$ cat config.mk
export PLATFORM = sky130hd
export DESIGN_NAME = operand_stager
export DESIGN_NICKNAME = d
export VERILOG_FILES = /design/src/rtl/operand_stager.sv
export SDC_FILE = /design/constraint.sdc
export NUM_CORES = 1
export LEC_CHECK = 0
export ABC_AREA = 0
export BUFFER_PORTS_ARGS = -buffer_cell sky130_fd_sc_hd__buf_2
export CORE_MARGIN = 1
export CORE_UTILIZATION = 35
export DETAILED_ROUTE_END_ITERATION = 10
export SYNTH_ARGS = -nofsm -noshare
export SYNTH_HDL_FRONTEND = slang
export SYNTH_SLANG_ARGS = --single-unit
$ cat constraint.sdc
create_clock -name clk -period 1.43 [get_ports clk]
set_input_delay 0.286 -clock clk [delete_from_list [all_inputs] [get_ports clk]]
set_output_delay 0.286 -clock clk [all_outputs]
set_load 0.02 [all_outputs]
$ cat src/rtl/operand_stager.sv
// operand_stager
//   Sequential front end for the datapath 2:1 operand mux. Two operands are
//   taken serially over a valid/ready handshake and latched as A and B. The
//   mux select then shows A for HOLD cycles, followed by B for HOLD cycles.
//   Every presentation cycle is flagged, and done pulses on the last B cycle.
//
// Handshake: a word transfers on a rising clk edge where in_valid and
//   in_ready are both high. in_ready depends only on state: it is high in
//   IDLE and GET_B and low while presenting. in_valid while in_ready is low
//   is ignored, not queued.
//
// Ports:
//   clk        rising-edge clock
//   rst        synchronous, active-high reset
//   in_data    operand word from upstream (WIDTH bits)
//   in_valid   in_data valid this cycle
//   in_ready   stager can accept an operand this cycle
//   a_out      registered operand A (mux input A)
//   b_out      registered operand B (mux input B)
//   sel        registered mux select, 0 = A, 1 = B
//   present    mux output is meaningful this cycle
//   done       one-cycle pulse on the last B presentation cycle
//   busy       state is not IDLE
//   state_dbg  current FSM state (0 IDLE, 1 GET_B, 2 SHOW_A, 3 SHOW_B)
module operand_stager #(
  parameter int WIDTH = 2,
  parameter int HOLD  = 2
) (
  input  logic             clk,
  input  logic             rst,
  input  logic [WIDTH-1:0] in_data,
  input  logic             in_valid,
  output logic             in_ready,
  output logic [WIDTH-1:0] a_out,
  output logic [WIDTH-1:0] b_out,
  output logic             sel,
  output logic             present,
  output logic             done,
  output logic             busy,
  output logic [1:0]       state_dbg
);

  typedef enum logic [1:0] {
    IDLE   = 2'd0,
    GET_B  = 2'd1,
    SHOW_A = 2'd2,
    SHOW_B = 2'd3
  } state_t;

  localparam logic [3:0] HOLD_LAST = 4'(HOLD - 1);

  state_t     state;
  state_t     state_nx;
  logic [3:0] cnt;
  logic       xfer;
  logic       hold_end;

  assign xfer     = in_valid & in_ready;
  assign hold_end = (cnt == HOLD_LAST);

  // State register plus the operand, select and hold-count registers.
  always_ff @(posedge clk) begin
    if (rst) begin
      state <= IDLE;
      a_out <= '0;
      b_out <= '0;
      sel   <= 1'b0;
      cnt   <= 4'd0;
    end else begin
      state <= state_nx;
      case (state)
        IDLE: begin
          if (xfer) a_out <= in_data;
        end
        GET_B: begin
          if (xfer) begin
            b_out <= in_data;
            sel   <= 1'b0;
            cnt   <= 4'd0;
          end
        end
        SHOW_A: begin
          if (hold_end) begin
            cnt <= 4'd0;
            sel <= 1'b1;
          end else begin
            cnt <= cnt + 4'd1;
          end
        end
        SHOW_B: begin
          if (hold_end) begin
            cnt <= 4'd0;
            sel <= 1'b0;
          end else begin
            cnt <= cnt + 4'd1;
          end
        end
        default: begin
          cnt <= 4'd0;
        end
      endcase
    end
  end

  // Next-state logic.
  always_comb begin
    state_nx = state;
    case (state)
      IDLE:    if (xfer) state_nx = GET_B;
      GET_B:   if (xfer) state_nx = SHOW_A;
      SHOW_A:  if (hold_end) state_nx = SHOW_B;
      SHOW_B:  if (hold_end) state_nx = IDLE;
      default: state_nx = IDLE;
    endcase
  end

  // State-decoded outputs.
  always_comb begin
    in_ready = 1'b0;
    present  = 1'b0;
    done     = 1'b0;
    busy     = 1'b1;
    case (state)
      IDLE: begin
        in_ready = 1'b1;
        busy     = 1'b0;
      end
      GET_B: begin
        in_ready = 1'b1;
      end
      SHOW_A: begin
        present = 1'b1;
      end
      SHOW_B: begin
        present = 1'b1;
        done    = hold_end;
      end
      default: begin
        busy = 1'b0;
      end
    endcase
  end

  assign state_dbg = state;

endmodule

==> run_results.csv, run 1 <==
group,metric,value,unit
critical_path,critPathTopFamily,"simple AND/OR/NAND/NOR gates",
hold_path,hold_path.class,"input pin to flip-flop",
yosys,synth_nets,87,
clock_network,numCtsBuffers,3,
placed_design,gp_congestion,0.701,
sta,rsz0062_at_grt,"yes",
die,fp.dieW,45.2,µm
clock_network,clock_sinks,11,
routing,wl_per_cell,12.0,µm
yosys,synth_edf_count,0,
die,dieArea,2040,µm²
clock_network,cts.clk_slew.worst_paths,0.08,ns
power_and_ir_drop,clkPwrFrac,9.5,%
run_status,violations,"negative setup slack",
global_route,grt_pass1_wl,2.43,mm
power_and_ir_drop,irDropWorstVdd,1180,µV
die,coreArea,1750,µm²
power_and_ir_drop,p_leak,0.459,nW
run_status,status,"finished with violations",
power_and_ir_drop,switching_power,0.000950,W
sta,hold_ws,0.283,ns
hold_path,whs_path_depth,3,
die,boundaryPins,16,
layout,fin_cells,135,
critical_path,r2r_cells,6,
run,cap_violations,0,
die,core.rowCount,15,
global_route,grt_util_all_layers,16.9,%
layout,drive_gt1_share,58.2,%
sta,setup_viol,7,
global_route,grt_max_degree,16,
power_and_ir_drop,comb_power_share,70.7,%
routing,postRouteAntennaNets,0,
sta,tightest_slew,0.259,ns
critical_path,max_stage_delay,0.40,ns
critical_path,r2r-start,"cnt[1]$_SDFFE_PP0P_",
sta,period_needed,1.66,ns
sta,clock.fmax,0.604,GHz
critical_path,crit_path_top_delay_cell,"or3b_4",
routing,via_count,635,
clock_network,h-tree-depth,1,
yosys,yosys.area.top_type,"dfxtp_1",
critical_path,crit_fanout,2,
critical_path,r2r_end,"sel$_SDFFE_PP0P_",
yosys,synth-async-reset-ratio,0,%
layout,regArea,230,µm²
power_and_ir_drop,p_seq_share,19.8,%
yosys,ys_seq_area_share,33.7,%
layout,nets,123,
global_route,grt_pass1_vias,599,
yosys,ys.flop_type,"dfxtp_1",
sta,setup_slack,-0.226,ns
critical_path,path_cells,"inv_2 -> ha_4 -> or3b_4 -> nor2_4 -> buf_6",
yosys,ys_ff_latch,11,
layout,antenna_cells,0,
layout,fillers,144,
global_route,antenna_found_initial,0,
sta,relSlewSlack,82.6,%
routing,firstDrtPassIters,3,
layout,syn_to_final_growth,66.7,%
yosys,yosys_warnings,0,
placed_design,hpwlAfterDp,1.03,mm
hold_path,hold_end,"b_out[1]$_SDFFE_PP0P_",
critical_path,path_class,"flip-flop to output pin",
die,start_util,37.4,%
die,fp.dieH,45.2,µm
power_and_ir_drop,p_int,0.00139,W
placed_design,place_inst,119,
global_route,overflow,0,
routing,wirelength,1.62,mm
power_and_ir_drop,power.density,2150,nW/µm²
layout,fin_util,62.4,%
clock_network,clock_path_buffers,2,
routing,avgViaCountPerCell,4.70,
routing,drtIter0Drc,16,
hold_path,hold_start,"in_data[1]",
sta,finalHoldViolCount,0,
yosys,synthCells,75,
yosys,synth_area_leaders,"dfxtp_1, ha_1, nand2b_1",
sta,fin_skew,0.000934,ns
placed_design,dpl-instance-area,820,µm²
sta,tns,-0.533,ns
yosys,synthTopCellsByCount,"dfxtp_1, nand2b_1, ha_1",
critical_path,crit_buf_inv,2,
yosys,yosysMostFrequentCell,"dfxtp_1",
clock_network,clkLatencyLatePin,0.27,ns
critical_path,crit_required,1.14,ns
critical_path,regToRegSetupSlack,-0.12,ns
layout,design_area,1090,µm²
layout,multiInputGateArea,504,µm²
placed_design,port_buffers,15,
clock_network,cts_tree,"yes",
yosys,synth_cell_types,25,
routing,drcViolationCount,0,
critical_path,start_kind,"flip-flop",
clock_network,cts-root-buf,"clkbuf_4",
sta,drv_slew,0,
yosys,synth_area_per_cell,8.71,µm²
sta,finalCritPeriodShare,116,%
critical_path,worstPathArrival,1.37,ns
yosys,synth_top_area_share,33.7,%
critical_path,end_kind,"output pin",
clock_network,hold_buffers,0,
power_and_ir_drop,p_sw_share,40.5,%
yosys,netlist_area,653,µm²
-- routing by layer --
layer  track usage [%]  routed length (µm)
met1              18.8                 727
met2              29.3                 813
met3              3.60                  51
met4              9.70                  28
met5                 0                   0
-- worst max-delay path by stage --
stage                                          from                to  slack, ns  cells after the start
after global routing            cnt[1]$_SDFFE_PP0P_              done      -0.30                      5
final                           cnt[1]$_SDFFE_PP0P_              done      -0.23                      5
after global placement          cnt[1]$_SDFFE_PP0P_              done      -0.07                      5
after CTS                       cnt[1]$_SDFFE_PP0P_              done      -0.21                      5
after floorplan           state_dbg[0]$_SDFFE_PP0P_  sel$_SDFFE_PP0P_      -0.03                      6
after detailed placement        cnt[1]$_SDFFE_PP0P_              done      -0.09                      5
-- sequential cells by signal, indices dropped and copies added, names as in the netlist --
register   count
state_dbg      2
a_out          2
b_out          2
cnt            4
sel            1
-- cells in the final DEF (no fill, tap or decap), types with 3 or more instances in the layout --
cell	n
buf_6	9
dfxtp_1	7
clkbuf_4	3
buf_2	11
nand3_1	5
nand2_1	6
inv_2	3
mux2i_1	3
ha_4	4
nand2b_1	7
a21oi_1	6
buf_4	15
-- metrics by stage --
| stage | total power [W] | worst slack, ns |
|---|---|---|
| 5_1_grt | 0.00249 | -0.299 |
| 2_1_floorplan | 0.00116 | -0.0252 |
| 3_5_place_dp | 0.00144 | -0.0863 |
| 4_1_cts | 0.00217 | -0.212 |
| 3_3_place_gp | 0.00143 | -0.0676 |
| 6_report | 0.00234 | -0.226 |
-- worst register-to-register path, delay by kind of cell (launching register included) --
family                   cells  cell delay [ns]
buffers and inverters        2             0.21
AO/OA/AOI/OAI                1             0.25
flip-flops                   1             0.33
multiplexers                 1             0.20
AND/OR/NAND/NOR              1             0.40
adder cells (fa/ha/maj)      1             0.11
-- layout make-up --
class,count,area share [%]
Timing Repair Buffer,35,24.7
Sequential cell,11,21.1
Clock buffer,4,2.41
Multi-Input combinational cell,54,46.3
Tap cell,25,2.87
Inverter,6,2.53
-- timing repair --
action,CTS,global route
endpoints found under the hold margin,0,0
buffers inserted,10,2
endpoints found under the setup margin,10,11
resized for setup,27,13
pin swaps,5,12
-- cell families after synthesis --
group	synth area share (%)
AND/OR/NAND/NOR	24.1
AO/OA/AOI/OAI	15.5
flip-flops	33.7
buffers and inverters	7.28
adder cells (fa/ha/maj)	13.4
multiplexers	4.60
XOR/XNOR	1.34
-- power groups by stage --
| stage | clock [W] | combinational, W | sequential [W] |
|---|---|---|---|
| CTS | 0.000224 | 0.00149 | 0.000460 |
| detailed placement | 0 | 0.000992 | 0.000450 |
| global placement | 0 | 0.000984 | 0.000445 |
| global route | 0.000239 | 0.00178 | 0.000477 |
| finish | 0.000222 | 0.00166 | 0.000465 |
| floorplan | 0 | 0.000649 | 0.000507 |
No activity file was read; power rests on OpenSTA's default activity.
==> run 2, diff against run 1 <==
--- a/config.mk
+++ b/config.mk
@@ -10,6 +10,7 @@
 export CORE_MARGIN = 1
 export CORE_UTILIZATION = 35
 export DETAILED_ROUTE_END_ITERATION = 10
+export PLACE_DENSITY_LB_ADDON = 0.3
 export SYNTH_ARGS = -nofsm -noshare
 export SYNTH_HDL_FRONTEND = slang
 export SYNTH_SLANG_ARGS = --single-unit
==> constraint.sdc (replaced) <==
create_clock -name clk -period 1.43 [get_ports clk]
set_input_delay 0.2145 -clock clk [delete_from_list [all_inputs] [get_ports clk]]
set_output_delay 0.2145 -clock clk [all_outputs]
set_load 0.02 [all_outputs]
==> run_results.csv, run 2 (same netlist as run 1, synthesis figures left out) <==
group,metric,value,unit
critical_path,max_stage_delay,0.40,ns
layout,design_area,1080,µm²
die,fp.dieW,45.2,µm
layout,antenna_cells,0,
clock_network,cts_tree,"yes",
critical_path,end_kind,"output pin",
sta,finalHoldViolCount,0,
sta,finalCritPeriodShare,112,%
sta,relSlewSlack,82.4,%
global_route,grt_max_degree,16,
die,start_util,37.4,%
placed_design,hpwlAfterDp,997,µm
critical_path,crit_required,1.22,ns
global_route,grt_pass1_vias,563,
run_status,status,"finished with violations",
layout,fin_cells,134,
sta,tns,-0.389,ns
layout,largest_reg_flops,4,
routing,postRouteAntennaNets,0,
run,cap_violations,0,
layout,final_common_cell,"buf_4",
critical_path,crit_path_top_delay_cell,"or3b_4",
clock_network,clock_sinks,11,
global_route,grt_pass1_wl,2.57,mm
routing,drcViolationCount,0,
layout,largest-register,"cnt",
routing,via_count,632,
sta,rsz0062_at_grt,"yes",
clock_network,cts-root-buf,"clkbuf_4",
sta,drv_slew,0,
sta,tightest_slew,0.264,ns
critical_path,start_kind,"flip-flop",
die,core.rowCount,15,
layout,syn_to_final_growth,65.5,%
clock_network,h-tree-depth,1,
layout,drive_gt1_share,57.8,%
critical_path,path_cells,"inv_2 -> ha_4 -> or3b_4 -> nor2_4 -> buf_6",
routing,wirelength,1.68,mm
sta,clock.fmax,0.625,GHz
power_and_ir_drop,total_power,0.00233,W
clock_network,clkLatencyLatePin,0.27,ns
global_route,overflow,0,
clock_network,cts.clk_slew.worst_paths,0.08,ns
placed_design,dpl-instance-area,820,µm²
power_and_ir_drop,p_leak,0.447,nW
sta,fin_skew,0.00688,ns
routing,drtIter0Drc,5,
die,boundaryPins,16,
die,coreArea,1750,µm²
routing,firstDrtPassIters,4,
clock_network,hold_buffers,0,
clock_network,numCtsBuffers,3,
critical_path,critPathTopFamily,"simple AND/OR/NAND/NOR gates",
die,dieArea,2040,µm²
clock_network,clock_path_buffers,2,
placed_design,gp_congestion,0.714,
sta,setup_viol,6,
layout,layout_common_cells,"buf_4, buf_2, nand2b_1, buf_6, dfxtp_1",
critical_path,crit_fanout,2,
placed_design,pre_cts_slack,-0.0496,ns
power_and_ir_drop,irDropWorstVdd,1210,µV
global_route,grt_util_all_layers,18.5,%
routing,wl_per_cell,12.5,µm
placed_design,port_buffers,15,
critical_path,worstPathArrival,1.38,ns
run_status,violations,"negative setup slack",
power_and_ir_drop,power.density,2160,nW/µm²
placed_design,place_inst,121,
global_route,antenna_found_initial,0,
layout,nets,122,
sta,period_needed,1.60,ns
sta,setup_slack,-0.169,ns
die,fp.dieH,45.2,µm
hold_path,hold_path.class,"input pin to flip-flop",
routing,avgViaCountPerCell,4.72,
critical_path,crit_buf_inv,2,
critical_path,path_class,"flip-flop to output pin",
run 2: changes by cell type in the layout (fill, tap and decap cells not counted), sizes merged:
cell  before  now
buf       35   34
run 2: worst reg2reg max path, cell delays in order (launching register included):
cell	delay, ns
dfxtp_2	0.33
inv_2	0.06
ha_4	0.11
or3b_4	0.40
buf_6	0.15
a211oi_2	0.20
mux2i_1	0.20
run 2: final cells by class:
class,instances,area [µm²]
Timing Repair Buffer,34,258
Tap cell,25,31.3
Clock buffer,4,26.3
Inverter,6,27.5
Multi-Input combinational cell,54,508
Fill cell,161,664
Sequential cell,11,230
run 2: final timing paths:
path / startpoint / end / slack, ns / cells past startpoint
max: cnt[1]$_SDFFE_PP0P_ / done / -0.17 / 5
min: in_data[0] / b_out[0]$_SDFFE_PP0P_ / 0.19 / 3
max reg2reg: cnt[1]$_SDFFE_PP0P_ / sel$_SDFFE_PP0P_ / -0.09 / 6
min reg2reg: b_out[0]$_SDFFE_PP0P_ / b_out[0]$_SDFFE_PP0P_ / 0.45 / 2
run 2: routing by layer:
layer | GRT usage [%] | up-vias | wire, µm
met5 | 0 | - | 0
met4 | 5.45 | 0 | 13
met3 | 7.20 | 2 | 74
met2 | 31.9 | 14 | 920
met1 | 20.8 | 295 | 673
li1 | - | 321 | -
run 2: per-stage QoR:
stage                     util [%]  hold slack, ns
after detailed placement      47.0           0.447
final                         61.9           0.194
after global placement        47.0           0.444
after CTS                     55.6           0.194
after floorplan                  -           0.362
after global routing          61.9           0.207
run 2: power by group:
| part | leakage (nW) | switching, W | total (W) | internal [W] |
|---|---|---|---|---|
| Sequential | 0.0918 | 0.0000813 | 0.000472 | 0.000390 |
| Clock | 0.0150 | 0.000111 | 0.000219 | 0.000108 |
| Combinational | 0.341 | 0.000774 | 0.00164 | 0.000865 |
run 2: what timing repair did:
| item | CTS | global route |
|---|---|---|
| pin swaps | 2 | 8 |
| gates resized for setup | 21 | 21 |
| endpoints found under the setup margin | 8 | 10 |
| setup buffers | 5 | 4 |
==> run 3, diff against run 2 <==
--- a/config.mk
+++ b/config.mk
@@ -9,6 +9,7 @@
 export BUFFER_PORTS_ARGS = -buffer_cell sky130_fd_sc_hd__buf_2
 export CORE_MARGIN = 1
 export CORE_UTILIZATION = 35
+export CTS_BUF_LIST = sky130_fd_sc_hd__clkbuf_16
 export DETAILED_ROUTE_END_ITERATION = 10
 export PLACE_DENSITY_LB_ADDON = 0.3
 export SYNTH_ARGS = -nofsm -noshare
==> run_results.csv, run 3 (same netlist as run 1, synthesis figures left out) <==
group,metric,value,unit
run_status,status,"finished with violations",
run_status,violations,"negative setup slack",
sta,tns,-0.388,ns
hold_path,hold_path.class,"input pin to flip-flop",
clock_network,clkLatencyLatePin,0.24,ns
placed_design,gp_congestion,0.714,
sta,fin_skew,0.00195,ns
routing,postRouteAntennaNets,0,
layout,drive_gt1_share,53.7,%
global_route,grt_max_degree,16,
power_and_ir_drop,p_leak,0.464,nW
clock_network,h-tree-depth,1,
routing,drcViolationCount,0,
layout,layout_common_cells,"buf_4, buf_2, nand2b_1, dfxtp_1, nand2_1",
routing,wirelength,1.76,mm
global_route,grt_util_all_layers,18.7,%
sta,period_needed,1.55,ns
placed_design,port_buffers,15,
sta,clock.fmax,0.645,GHz
layout,largest-register,"cnt",
layout,largest_reg_flops,4,
routing,avgViaCountPerCell,4.86,
die,boundaryPins,16,
placed_design,dpl-instance-area,820,µm²
routing,firstDrtPassIters,4,
clock_network,cts_tree,"yes",
sta,setup_viol,7,
routing,drtIter0Drc,4,
routing,wl_per_cell,13.2,µm
layout,final_common_cell,"buf_4",
critical_path,path_cells,"inv_2 -> ha_4 -> or3b_4 -> nor2_4 -> buf_6",
die,fp.dieW,45.2,µm
power_and_ir_drop,power.density,2260,nW/µm²
sta,rsz0062_at_grt,"yes",
die,fp.dieH,45.2,µm
critical_path,r2r_end,"sel$_SDFFE_PP0P_",
clock_network,numCtsBuffers,3,
critical_path,r2r_cells,6,
critical_path,start_kind,"flip-flop",
critical_path,r2r-start,"cnt[1]$_SDFFE_PP0P_",
global_route,grt_pass1_wl,2.66,mm
layout,design_area,1100,µm²
global_route,overflow,0,
layout,fin_util,63.0,%
die,coreArea,1750,µm²
sta,drv_slew,0,
placed_design,hpwlAfterDp,997,µm
sta,finalCritPeriodShare,108,%
die,start_util,37.4,%
critical_path,crit_path_top_delay_cell,"or3b_4",
clock_network,cts.clk_slew.worst_paths,0.04,ns
critical_path,crit_required,1.22,ns
critical_path,crit_fanout,2,
clock_network,cts-root-buf,"clkbuf_16",
sta,setup_slack,-0.120,ns
hold_path,hold_start,"in_data[0]",
layout,nets,121,
sta,finalHoldViolCount,0,
clock_network,clock_sinks,11,
critical_path,path_class,"flip-flop to output pin",
routing,via_count,647,
critical_path,max_stage_delay,0.40,ns
critical_path,end_kind,"output pin",
global_route,grt_pass1_vias,582,
power_and_ir_drop,irDropWorstVdd,1520,µV
hold_path,hold_end,"b_out[0]$_SDFFE_PP0P_",
layout,antenna_cells,0,
critical_path,worstPathArrival,1.34,ns
critical_path,regToRegSetupSlack,-0.11,ns
clock_network,clock_path_buffers,2,
layout,syn_to_final_growth,68.4,%
hold_path,whs_path_depth,3,
sta,relSlewSlack,81.7,%
run,cap_violations,0,
sta,tightest_slew,0.274,ns
die,dieArea,2040,µm²
global_route,antenna_found_initial,0,
die,core.rowCount,15,
## run 3: timing repair
item	in CTS	in global routing
resized for setup	17	16
setup endpoints to repair	8	9
pin swaps	2	10
hold buffers	0	0
buffers inserted	5	3
## run 3: cell type report
type                       instances  area [µm²]
sequential                        11         230
clock inverter                     1        3.75
multi-input combinational         54         500
fill                             157         646
clock buffer                       3        75.1
tap                               25        31.3
inverter                           6        27.5
timing repair buffer              33         231
## run 3: metrics by stage
stage / std cells / hold WS [ns] / worst slack (ns) / power (W)
6_report: 133 / 0.243 / -0.120 / 0.00248
5_1_grt: 133 / 0.263 / -0.155 / 0.00264
4_1_cts: 130 / 0.241 / -0.114 / 0.00222
3_5_place_dp: 121 / 0.447 / -0.0496 / 0.00142
3_3_place_gp: 121 / 0.444 / -0.0400 / 0.00142
2_1_floorplan: 75 / 0.362 / -0.0443 / 0.00113
## run 3: how the worst max path moves through the flow
| stage | from | endpoint | slack, ns | cells after the start |
|---|---|---|---|---|
| 4_1_cts | cnt[1]$_SDFFE_PP0P_ | done | -0.11 | 5 |
| 3_3_place_gp | state_dbg[0]$_SDFFE_PP0P_ | sel$_SDFFE_PP0P_ | -0.04 | 5 |
| 5_1_grt | cnt[1]$_SDFFE_PP0P_ | sel$_SDFFE_PP0P_ | -0.15 | 6 |
| 6_report | cnt[1]$_SDFFE_PP0P_ | done | -0.12 | 5 |
| 2_1_floorplan | state_dbg[0]$_SDFFE_PP0P_ | sel$_SDFFE_PP0P_ | -0.04 | 6 |
| 3_5_place_dp | state_dbg[0]$_SDFFE_PP0P_ | sel$_SDFFE_PP0P_ | -0.05 | 5 |
## run 3: where the power goes
part / switching [W] / total (W) / internal [W]
sequential: 0.0000776 / 0.000470 / 0.000392
combinational: 0.000745 / 0.00150 / 0.000759
clock: 0.000141 / 0.000508 / 0.000367
## run 3: metal layers
layer	vias to the layer above	share of wire [%]	GRT usage [%]
met4	0	0.46	3.64
met5	-	0	0
met1	309	43	23.2
met2	11	53	30.7
li1	325	-	-
met3	2	3.6	7.20
## run 3: critical path, delay by kind of cell, from the launching register on
kind                       cells  cell delay, ns
DFF                            1            0.32
and+or+nand+nor                2            0.50
buffers and inverters          2            0.18
adders and majority gates      1            0.11
